--- src/rtl/controller_pkg.sv ---
// ---------------------------------------------------------------------------
// controller_pkg
// Shared definitions for the multicycle RISC-V controller: FSM state
// encoding, opcode constants, ALU operation class (aluop) codes, the
// alucontrol encodings, and the immediate-format decode helper.
// ---------------------------------------------------------------------------
package controller_pkg;

    typedef enum logic [3:0] {
        FETCH    = 4'd0,
        DECODE   = 4'd1,
        MEMADR   = 4'd2,
        MEMREAD  = 4'd3,
        MEMWB    = 4'd4,
        MEMWRITE = 4'd5,
        EXECUTER = 4'd6,
        EXECUTEI = 4'd7,
        ALUWB    = 4'd8,
        BEQ      = 4'd9,
        JAL      = 4'd10
    } state_t;

    localparam logic [6:0] OP_LW  = 7'b0000011;
    localparam logic [6:0] OP_SW  = 7'b0100011;
    localparam logic [6:0] OP_R   = 7'b0110011;
    localparam logic [6:0] OP_I   = 7'b0010011;
    localparam logic [6:0] OP_BEQ = 7'b1100011;
    localparam logic [6:0] OP_JAL = 7'b1101111;

    localparam logic [1:0] ALUOP_ADD   = 2'b00;
    localparam logic [1:0] ALUOP_SUB   = 2'b01;
    localparam logic [1:0] ALUOP_FUNCT = 2'b10;

    localparam logic [2:0] ALU_ADD = 3'b000;
    localparam logic [2:0] ALU_SUB = 3'b001;
    localparam logic [2:0] ALU_AND = 3'b010;
    localparam logic [2:0] ALU_OR  = 3'b011;
    localparam logic [2:0] ALU_SLT = 3'b101;

    // Immediate format select; it depends only on the opcode so the
    // datapath sees a stable value in every state.
    function automatic logic [1:0] immsrcFor(input logic [6:0] op);
        case (op)
            OP_SW:   return 2'b01;
            OP_BEQ:  return 2'b10;
            OP_JAL:  return 2'b11;
            default: return 2'b00;
        endcase
    endfunction

endpackage

--- src/rtl/alu_decoder.sv ---
// ---------------------------------------------------------------------------
// alu_decoder
// Combinational translation of the ALU operation class plus instruction
// fields into the 3-bit alucontrol code.
// Ports:
//   aluop_i      class from the FSM: add / sub / decode-by-funct
//   funct3_i     instr[14:12]
//   opb5_i       instr[5], distinguishes R-type from I-type
//   funct7b5_i   instr[30]
//   alucontrol_o ALU operation
// ---------------------------------------------------------------------------
module alu_decoder
    import controller_pkg::*;
(
    input  logic [1:0] aluop_i,
    input  logic [2:0] funct3_i,
    input  logic       opb5_i,
    input  logic       funct7b5_i,
    output logic [2:0] alucontrol_o
);

    always_comb begin
        alucontrol_o = ALU_ADD;
        case (aluop_i)
            ALUOP_SUB: alucontrol_o = ALU_SUB;
            ALUOP_FUNCT: begin
                case (funct3_i)
                    // Only R-type sub sets funct7b5; addi reuses that bit
                    // as part of its immediate, so opb5 gates it.
                    3'b000:  alucontrol_o = (opb5_i & funct7b5_i) ? ALU_SUB : ALU_ADD;
                    3'b010:  alucontrol_o = ALU_SLT;
                    3'b110:  alucontrol_o = ALU_OR;
                    3'b111:  alucontrol_o = ALU_AND;
                    default: alucontrol_o = ALU_ADD;
                endcase
            end
            default: alucontrol_o = ALU_ADD;
        endcase
    end

endmodule

--- src/rtl/multicycle_controller.sv ---
// ---------------------------------------------------------------------------
// multicycle_controller
// Moore FSM sequencing a multicycle RISC-V datapath (lw, sw, R-type,
// I-type ALU, beq, jal).
// Ports:
//   clk, reset          clock and synchronous active-high reset
//   op, funct3, funct7b5 instruction fields
//   zero                ALU zero flag, used for beq
//   pcwrite, adrsrc, memwrite, irwrite, regwrite  datapath enables/selects
//   resultsrc, alusrca, alusrcb, immsrc           datapath mux selects
//   alucontrol          ALU operation
// ---------------------------------------------------------------------------
module multicycle_controller
    import controller_pkg::*;
#(
    parameter int ALUCTRL_W = 3
) (
    input  logic                 clk,
    input  logic                 reset,
    input  logic [6:0]           op,
    input  logic [2:0]           funct3,
    input  logic                 funct7b5,
    input  logic                 zero,
    output logic                 pcwrite,
    output logic                 adrsrc,
    output logic                 memwrite,
    output logic                 irwrite,
    output logic                 regwrite,
    output logic [1:0]           resultsrc,
    output logic [1:0]           alusrca,
    output logic [1:0]           alusrcb,
    output logic [1:0]           immsrc,
    output logic [ALUCTRL_W-1:0] alucontrol
);

    state_t     state_q;
    state_t     state_d;
    logic       pcupdate;
    logic       branch;
    logic [1:0] aluop;

    always_ff @(posedge clk) begin
        if (reset) state_q <= FETCH;
        else       state_q <= state_d;
    end

    always_comb begin
        state_d = FETCH;
        case (state_q)
            FETCH:  state_d = DECODE;
            DECODE: begin
                case (op)
                    OP_LW, OP_SW: state_d = MEMADR;
                    OP_R:         state_d = EXECUTER;
                    OP_I:         state_d = EXECUTEI;
                    OP_BEQ:       state_d = BEQ;
                    OP_JAL:       state_d = JAL;
                    default:      state_d = FETCH;
                endcase
            end
            MEMADR:   state_d = (op == OP_SW) ? MEMWRITE : MEMREAD;
            MEMREAD:  state_d = MEMWB;
            EXECUTER: state_d = ALUWB;
            EXECUTEI: state_d = ALUWB;
            JAL:      state_d = ALUWB;
            default:  state_d = FETCH;
        endcase
    end

    // Moore outputs: everything here depends on state only.
    always_comb begin
        adrsrc    = 1'b0;
        memwrite  = 1'b0;
        irwrite   = 1'b0;
        regwrite  = 1'b0;
        resultsrc = 2'b00;
        alusrca   = 2'b00;
        alusrcb   = 2'b00;
        pcupdate  = 1'b0;
        branch    = 1'b0;
        aluop     = ALUOP_ADD;
        case (state_q)
            FETCH: begin
                irwrite   = 1'b1;
                alusrcb   = 2'b10;
                resultsrc = 2'b10;
                pcupdate  = 1'b1;
            end
            DECODE: begin
                alusrca = 2'b01;
                alusrcb = 2'b01;
            end
            MEMADR: begin
                alusrca = 2'b10;
                alusrcb = 2'b01;
            end
            MEMREAD: adrsrc = 1'b1;
            MEMWB: begin
                resultsrc = 2'b01;
                regwrite  = 1'b1;
            end
            MEMWRITE: begin
                adrsrc   = 1'b1;
                memwrite = 1'b1;
            end
            EXECUTER: begin
                alusrca = 2'b10;
                aluop   = ALUOP_FUNCT;
            end
            EXECUTEI: begin
                alusrca = 2'b10;
                alusrcb = 2'b01;
                aluop   = ALUOP_FUNCT;
            end
            ALUWB: regwrite = 1'b1;
            BEQ: begin
                alusrca = 2'b10;
                aluop   = ALUOP_SUB;
                branch  = 1'b1;
            end
            JAL: begin
                alusrca  = 2'b01;
                alusrcb  = 2'b10;
                pcupdate = 1'b1;
            end
            default: begin
            end
        endcase
    end

    // Branch resolution is the only output that also looks at zero.
    assign pcwrite = pcupdate | (branch & zero);
    assign immsrc  = immsrcFor(op);

    alu_decoder u_alu_decoder (
        .aluop_i      (aluop),
        .funct3_i     (funct3),
        .opb5_i       (op[5]),
        .funct7b5_i   (funct7b5),
        .alucontrol_o (alucontrol)
    );

endmodule

--- config.mk ---
export PLATFORM = sky130hd
export DESIGN_NAME = multicycle_controller
export DESIGN_NICKNAME = d
export VERILOG_FILES = /design/src/rtl/controller_pkg.sv /design/src/rtl/alu_decoder.sv /design/src/rtl/multicycle_controller.sv
export SDC_FILE = /design/constraint.sdc
export NUM_CORES = 1
export LEC_CHECK = 0
export ABC_AREA = 1
export CAP_MARGIN = 40
export CORE_UTILIZATION = 39
export DETAILED_ROUTE_END_ITERATION = 16
export PLACE_DENSITY = 0.82
export SYNTH_ARGS = -nofsm -noshare
export SYNTH_HDL_FRONTEND = slang
export SYNTH_HIERARCHICAL = 1
export SYNTH_SLANG_ARGS = --single-unit
--- constraint.sdc ---
create_clock -name clk -period 3 [get_ports clk]
set_input_delay 0.3 -clock clk [delete_from_list [all_inputs] [get_ports clk]]
set_output_delay 0.3 -clock clk [all_outputs]
set_load 0.05 [all_outputs]
## Word-level counts from Yosys, hierarchy flattened

Cells that the tools add are included.

| operators by class | value |
|---|---|
| bitwise logic cells | 3 |
| mux-type cells | 17 |
| equal/unequal tests | 21 |
| reductions and logical operators | 11 |

Operators with widths:

| kind | count |
|---|---|
| case mux 4 bit (5 select lines) | 2 |
| equality test 4 x 3 -> 1 bit (second input constant) | 4 |
| case mux 2 bit (2 select lines) | 4 |
| equality test 7 x 6 -> 1 bit (second input constant) | 2 |
| equality test 7 bit (second input constant) | 2 |
| equality test 4 bit (second input constant) | 3 |
| case mux 3 bit (4 select lines) | 1 |
| OR reduction 2 bit | 6 |
| equality test 4 x 2 -> 1 bit (second input constant) | 2 |
| equality test 7 x 2 -> 1 bit (second input constant) | 1 |
| equality test 7 x 5 -> 1 bit (second input constant) | 1 |
| two-way mux 1 bit | 7 |
| equality test 3 bit (second input constant) | 2 |
| case mux 2 bit (3 select lines) | 1 |
| case mux 3 bit (2 select lines) | 1 |
| OR reduction 3 bit | 2 |
| equality test 4 x 1 -> 1 bit (second input constant) | 1 |
| logical NOT 4 bit | 1 |
| OR reduction 4 bit | 1 |
| equality test 3 x 2 -> 1 bit (second input constant) | 1 |
| logical NOT 3 bit | 1 |
| two-way mux 3 bit | 1 |
| AND 1 bit | 2 |
| equality test 2 x 1 -> 1 bit (second input constant) | 1 |
| other kinds (2) | 2 |

| word-level totals | value |
|---|---|
| word-level logic and storage cells | 53 |
| bits in registers | 4 |
| input bits | 14 |

## Depth between registers and ports, before layout

| logic depth | value |
|---|---|
| depth after elaboration | 5 |
| depth in mapped cells | 10 |

## Modules after synthesis

Netlist, hierarchy kept.

Modules (own cells, without submodules):

| module | cells each | sequential area each (sq um) | instances | area each (sq um) |
|---|---|---|---|---|
| multicycle_controller | 81 | 80.1 | 1 | 420.4 |
| alu_decoder | 17 | 0.0 | 1 | 91.3 |

## Worst setup path after synthesis

OpenSTA, ideal clock, no wires.

| timing path | value |
|---|---|
| kind | register to output |
| start | register state_q[3] |
| end | output port alucontrol[2] |
| path slack | 0.893 ns |
| required time | 2.700 ns |
| arrival time | 1.807 ns |
| stages on the path, launching flop included | 10 |
| path through | dfxtp_1 > inv_2 > nor2_1 > nand3_1 > inv_1 > inv_1 > ha_1 > inv_1 > nand4_1 > nor2_1 |

| between the ends | value |
|---|---|
| longest elaborated chain between the ends | 5 |
| elaborated cells between the ends (all ways) | 8 |
| those cells by class | 5 x eq/ne; 2 x mux; 1 x reduce/logical |

RTL lines:

| element | RTL line | RTL |
|---|---|---|
| start: declaration | multicycle_controller.sv:36 | `state_t state_q;` |
| start signal: assignment | multicycle_controller.sv:44 | `else state_q <= state_d;` |
| equality test 4 x 3 -> 1 bit | multicycle_controller.sv:82 | `case (state_q)` |
| OR reduction 2 bit (no source line) | n/a |  |
| case mux 2 bit (2 select lines) (*) | multicycle_controller.sv:82 |  |
| via aluop[0] | multicycle_controller.sv:40 | `logic [1:0] aluop;` |
| equality test 2 bit / equality test 2 x 1 -> 1 bit (equally long branches) | alu_decoder.sv:24 | `case (aluop_i)` |
| case mux 3 bit (2 select lines) (*) | alu_decoder.sv:24 |  |
| end: declaration | multicycle_controller.sv:33 | `output logic [ALUCTRL_W-1:0] alucontrol` |

Mark *: on every way through the listed nets, which the timed path passes. The rest lies on a longest branch.

## Worst setup path in the final report

Same ends and word-level chain as after synthesis.

==> run summary <==
Status = completed
Achievable Freq = 365 MHz
Mapped Area = 512 um^2
Count of final setup violators = 0
Synth area leader = nand2_1
Pin count of the biggest net entering global routing = 7
Post-synthesis xor/xnor area fraction = 0
Final core occ = 0.722
Startpoint Class = flip-flop
Top flop regs = state_q (4)
Met1 GRT Util = 0.216
Post-synthesis register bit count = 4
Register area share after synthesis = 0.156
Main combinational cell family by area after synthesis = simple AND/OR/NAND/NOR gates
Worst Reg2Reg Path Length in Cells = 6
Die height = 38.2 um
Setup bufs post-CTS = 0
Post-CTS resize count = 0
Crit end category = primary output
Die area = 1460 um^2
Slew Viols, Final = 0
Die width = 38.2 um
CTS tree = yes
Synth Area in Compound Gates = 0.0391
Fillers = 101
Max incr delay on CP = 0.80 ns
Final #Nets = 147
Crit path buffers/inverters = 5
Worst-path clk slew = 0.04 ns
Register bank with the most flops = state_q
Core area = 1160 um^2
Max FO, Critical Path = 4
WL final = 1190 um
Placer congestion estimate = 0.881
Reg area = 80.1 um^2
CTS Buf Count = 3
Multi-input combinational cell area = 323 um^2
Input/output buffers = 29
Htree depth = 1
Slew headroom = 0.669
Reported max-cap violation count = 0
CTS Buffer Depth = 2
R2R Path Start = state_q[0]
Initial antenna violation count = 0
Crit-path cells = inv_2 -> nor2_1 -> nand3_1 -> inv_1 -> inv_1 -> ha_1 -> inv_1 -> nand4_1 -> nor2_1 -> clkdlybuf4s50_1
DP Area = 812 um^2
Worst slew pin tran = 0.495 ns
GRT Max-Usage Layer = met2
Crit path kind = flip-flop to primary output
Setup TNS = 0 ns
Syn nets = 114
First drt pass iteration count = 4
Routing usage on met3 = 0.0233
Hold_buf cts = 0
Root Driver = clkbuf_4
CP delay by family, top = buffers and inverters
Hold Path End = state_q[3]
Met2 GRT Util = 0.339
Critical Path Slowest Stage Cell = clkdlybuf4s50_1
Min-delay src = reset
WHS Path Cells = 2
Most frequent CP cell = inv_1
Vias in the first global route = 533
Layout area overhead = 63.1%
Max reg flops = 4
Placed Cells incl. Taps = 140
Reg-to-reg endpoint = state_q[2]
Minimum clock period = 2.74 ns
FP Rows = 12
Layout cell share with drive strength beyond 1 = 0.109
Via density = 4.71
Drt wl/cell = 8.34 um
Vias = 674
WP data required = 2.70 ns
Clk_lat worst skew = 0.23 ns
DRC viols = 0
Synth unique cells = 16
Power Density = 248 nW/um^2
CP arrival = 2.44 ns
Reg2Reg Setup Slack = 1.95 ns
Final HPWL DP = 1010 um
Share of the synthesized area in the top cell type = 0.176
Post-synthesis mux area share = 0
Tightest Hold Check Type = primary input to flip-flop
I/O pin count = 30
Simple-Gate Fraction of Synth Area = 0.543
Congestion Overflow GR = 0
Synth warn = 6
Final Hold Vio Count = 0
Global-route wire length before repair = 1950 um
Design Area, Final = 835 um^2
Diodes inserted = 0
Initial DRC count = 20
Leak Pwr = 0.421 nW
Routed Antenna Nets = 0
Synth Area in Adders = 0.0489
Syn avg cell area = 5.22 um^2
Tcrit/Tclk final = 0.914
Final Skew = 0.00382 ns
Post-Layout Cell Count = 143
RSZ-0062 raised after global routing = no
Largest cells by area after synthesis = nand2_1 (18%), inv_1 (17%), dfxtp_1 (16%)
Clock Sinks = 4
Post-synthesis cell count = 98
GRT Total Usage = 0.184
Maximum vdd drop = 0.246 mV
Initial Util = 0.443
-- synthesized netlist by cell type --
| cell type | count |
|---|---|
| nand2_1 | 24 |
| inv_1 | 23 |
| nand3_1 | 13 |
| nor2_1 | 12 |
| dfxtp_1 | 4 |
| inv_2 | 4 |
| a21oi_1 | 3 |
| nand2_2 | 3 |
| ha_1 | 2 |
| nand4_1 | 2 |
| nor2_2 | 2 |
| nor2_4 | 2 |
| and3_1 | 1 |
| buf_4 | 1 |
| nor3_1 | 1 |
| o21ai_0 | 1 |
-- worst max-delay path by stage --
stage,from,end,slack (ns),cells past startpoint
global route,state_q[3],alucontrol[2],0.09,10
global placement,state_q[3],alucontrol[2],0.62,10
floorplan,state_q[3],alucontrol[2],0.89,9
finish,state_q[3],alucontrol[2],0.26,10
detailed placement,state_q[3],alucontrol[2],0.53,10
CTS,state_q[3],alucontrol[2],0.28,10
-- per-layer routing --
layer	vias up	wire length, um
met4	0	0
met2	23	567
met3	0	84
li1	358	-
met1	293	540
met5	-	0
-- per-stage QoR --
stage	worst slack (ns)	power [mW]	hold WS [ns]
6_report	0.259	0.207	0.657
5_1_grt	0.0933	0.220	0.687
4_1_cts	0.276	0.210	0.652
3_5_place_dp	0.525	0.145	0.669
3_3_place_gp	0.625	0.145	0.676
2_1_floorplan	0.893	0.109	0.369
-- layout by cell type, fill, tap and decap left out --
cell / Yosys / final
dfxtp_1: 4 / 4
clkdlybuf4s50_1: 0 / 29
inv_2: 4 / 4
a21oi_1: 3 / 3
nand2_2: 3 / 3
nor3_1: 1 / 1
nor2_2: 2 / 2
o21ai_0: 1 / 1
clkbuf_4: 0 / 3
nor2_4: 2 / 2
inv_1: 23 / 23
nand3_1: 13 / 13
ha_1: 2 / 2
and3_1: 1 / 1
nor2_1: 12 / 12
nand4_1: 2 / 2
nand2_1: 24 / 24
-- worst register-to-register path, delay by kind of cell, from the launching register on --
| kind | cells | cell delay, ns |
|---|---|---|
| buf+inv | 1 | 0.04 |
| flops | 1 | 0.43 |
| simple gates | 5 | 0.53 |
-- cells by family after synthesis --
group,after synthesis
flip-flops,4
AO/OA/AOI/OAI,4
adder cells (fa/ha/maj),2
buffers and inverters,28
AND/OR/NAND/NOR,60
-- layout make-up --
class,count,area share
Timing Repair Buffer,29,0.348
Multi-Input combinational cell,66,0.387
Inverter,27,0.121
Clock buffer,3,0.0270
Sequential cell,4,0.0960
Tap cell,14,0.0210
-- power breakdown --
part           leakage [nW]  total (mW)  switching, mW  internal, mW
Combinational         0.374      0.0871         0.0514        0.0357
Sequential           0.0326      0.0572        0.00225        0.0549
Clock                0.0138      0.0629         0.0184        0.0445
Power figures use the tool's default switching activity.
==> RTL edit (same flow settings) <==
Register the inputs `op`, `funct3`, `funct7b5` and `zero` before use, without a reset. The logic sees them one clock later.
--- a/src/rtl/multicycle_controller.sv
+++ b/src/rtl/multicycle_controller.sv
@@ -33,6 +33,18 @@
     output logic [ALUCTRL_W-1:0] alucontrol
 );
 
+    logic [6:0] op_q;
+    logic [2:0] funct3_q;
+    logic funct7b5_q;
+    logic zero_q;
+
+    always_ff @(posedge clk) begin
+        op_q       <= op;
+        funct3_q   <= funct3;
+        funct7b5_q <= funct7b5;
+        zero_q     <= zero;
+    end
+
     state_t     state_q;
     state_t     state_d;
     logic       pcupdate;
@@ -49,7 +61,7 @@
         case (state_q)
             FETCH:  state_d = DECODE;
             DECODE: begin
-                case (op)
+                case (op_q)
                     OP_LW, OP_SW: state_d = MEMADR;
                     OP_R:         state_d = EXECUTER;
                     OP_I:         state_d = EXECUTEI;
@@ -58,7 +70,7 @@
                     default:      state_d = FETCH;
                 endcase
             end
-            MEMADR:   state_d = (op == OP_SW) ? MEMWRITE : MEMREAD;
+            MEMADR:   state_d = (op_q == OP_SW) ? MEMWRITE : MEMREAD;
             MEMREAD:  state_d = MEMWB;
             EXECUTER: state_d = ALUWB;
             EXECUTEI: state_d = ALUWB;
@@ -129,14 +141,14 @@
     end
 
     // Branch resolution is the only output that also looks at zero.
-    assign pcwrite = pcupdate | (branch & zero);
-    assign immsrc  = immsrcFor(op);
+    assign pcwrite = pcupdate | (branch & zero_q);
+    assign immsrc  = immsrcFor(op_q);
 
     alu_decoder u_alu_decoder (
         .aluop_i      (aluop),
-        .funct3_i     (funct3),
-        .opb5_i       (op[5]),
-        .funct7b5_i   (funct7b5),
+        .funct3_i     (funct3_q),
+        .opb5_i       (op_q[5]),
+        .funct7b5_i   (funct7b5_q),
         .alucontrol_o (alucontrol)
     );
 
Function: changed (Yosys sat finds a counterexample within 4 cycles, from zero or initial values and one cycle with reset high).
==> RTL edit against the unedited design <==
- worst setup slack better by 14 ps
- synthesized area is 55% higher
- cell area rose by 37%
- non-clock buffer count unchanged
- routed wire length rose by 35%
- global-route usage shrank 0.95 points
- power up 120%
- die area up 52%
- sequential cell count rose by 12
- critical path type unchanged
- largest power group is now sequential cells
==> RTL edit: results (changes against the unedited design) <==
synth_area_per_cell_um2: 6.96  # was 5.22 um2
layout-drive-gt1-share: 0.185  # was 0.109
outcome: "completed"  # unchanged
grt_max_degree: 10  # was 7
grt_pass1_vias: 705  # was 533
antenna_found_initial: 0  # unchanged
port_buffers: 29  # unchanged
synth_ff_type: "dfxtp_1"  # unchanged
drt_first_iter_violations: 27  # was 20
clk_pin_slew_ps: 90  # was 40 ps
hold_path.class: "in2reg"  # unchanged
synth_fp_nets: 130  # was 114
num_antenna_cells: 0  # unchanged
fin_nets: 163  # was 147
drt_wl_total_mm: 1.61  # was 1.19 mm
ys_warn_count: 6  # unchanged
cts_buffer_depth: 2  # unchanged
yosysUniqueCellTypes: 18  # was 16
numCtsBuffers: 3  # unchanged
grtUsageTotal: 0.174  # was 0.184
clock_latency_ps: 290  # was 230 ps
reg_top3: "op_q (7), state_q (4), funct3_q (3)"  # was state_q (4)
p_int_uw: 333  # was 135 uW
worst-slew-pin-transition_ps: 525  # was 495 ps
vias_per_cell: 4.49  # was 4.71
final_util: 0.628  # was 0.722
ys_top_cells_by_area: "dfxtp_1, nand2_1, inv_1, nand3_1, nor2_1"  # was nand2_1, inv_1, dfxtp_1, nand3_1, nor2_1
p_leak_nw: 0.535  # was 0.421 nW
slew_viol_final: 0  # unchanged
final_cells: 171  # was 143
root_buffer: "clkbuf_4"  # unchanged
dp_hpwl_mm: 1.37  # was 1.01 mm
crit_fanout: 3  # was 4
cts_resized: 0  # unchanged
cp_data_arrival_time_ps: 2430
fillers: 167  # was 101
post_dp_cell_area_um2: 1110  # was 812 um2
cts_setup_buffers: 0  # unchanged
finClkSkew_ps: 7.99  # was 3.82 ps
synth_common_cells: "nand2_1, inv_1, dfxtp_1"  # was nand2_1, inv_1, nand3_1
ir_drop_uv: 254  # was 246 uV
routed.top_layer: "met4"  # was met3
met3_length_um: 76  # was 84 um
grt_pass1_wl_mm: 2.64  # was 1.95 mm
drt-met1-wl_um: 617  # was 540 um
cts_hold_buf: 0  # unchanged
seq_area_frac_synth: 0.404  # was 0.156
place_congestion: 0.845  # was 0.881
async_reset_ff_frac: 0  # unchanged
htree_num_levels: 1  # unchanged
place_ws_ps: 572  # was 525 ps
met2_length_um: 869  # was 567 um
-- RTL edit: cells by family after synthesis --
family | synth area share
compound gates | 0.0505
fa+ha+maj | 0.0315
buf+inv | 0.147
flops | 0.404
simple gates | 0.368
-- RTL edit: final cells by class --
cell class | count | share of cell area
inverters | 29 | 0.0952
well taps | 25 | 0.0274
flip-flops and latches | 16 | 0.280
multi-input cells | 68 | 0.312
repair buffers | 29 | 0.254
clock buffers | 4 | 0.0317
-- RTL edit: final timing paths --
| kind | cells after the start | end | slack, ps | start |
|---|---|---|---|---|
| max | 10 | alucontrol[2] | 270 | state_q[3]$_SDFF_PP0_ |
| max reg2reg | 6 | state_q[2]$_SDFF_PP0_ | 1960 | state_q[1]$_SDFF_PP0_ |
| min | 1 | op_q[6]$_DFF_P_ | 440 | op[6] |
| min reg2reg | 4 | state_q[2]$_SDFF_PP0_ | 650 | op_q[0]$_DFF_P_ |
-- RTL edit: power groups by stage --
stage	Clock (mW)	Combinational, mW	Sequential (mW)
2_1_floorplan	0	0.0551	0.233
3_3_place_gp	0	0.0886	0.234
3_5_place_dp	0	0.0906	0.234
4_1_cts	0.142	0.0907	0.229
5_1_grt	0.153	0.0964	0.230
6_report	0.138	0.0901	0.229
-- RTL edit: critical path, cell delays in order (launching register included) --
cell	delay [ps]
dfxtp_1	330
inv_2	50
nor2_1	110
nand3_1	120
inv_2	90
inv_1	40
ha_1	310
inv_1	80
nand4_1	110
nor2_1	100
clkdlybuf4s50_1	810
-- RTL edit: metal layers --
layer | vias to the layer above | global-route usage
li1 | 405 | -
met1 | 334 | 0.164
met2 | 23 | 0.331
met3 | 6 | 0.0385
met4 | 0 | 0.120
met5 | - | 0
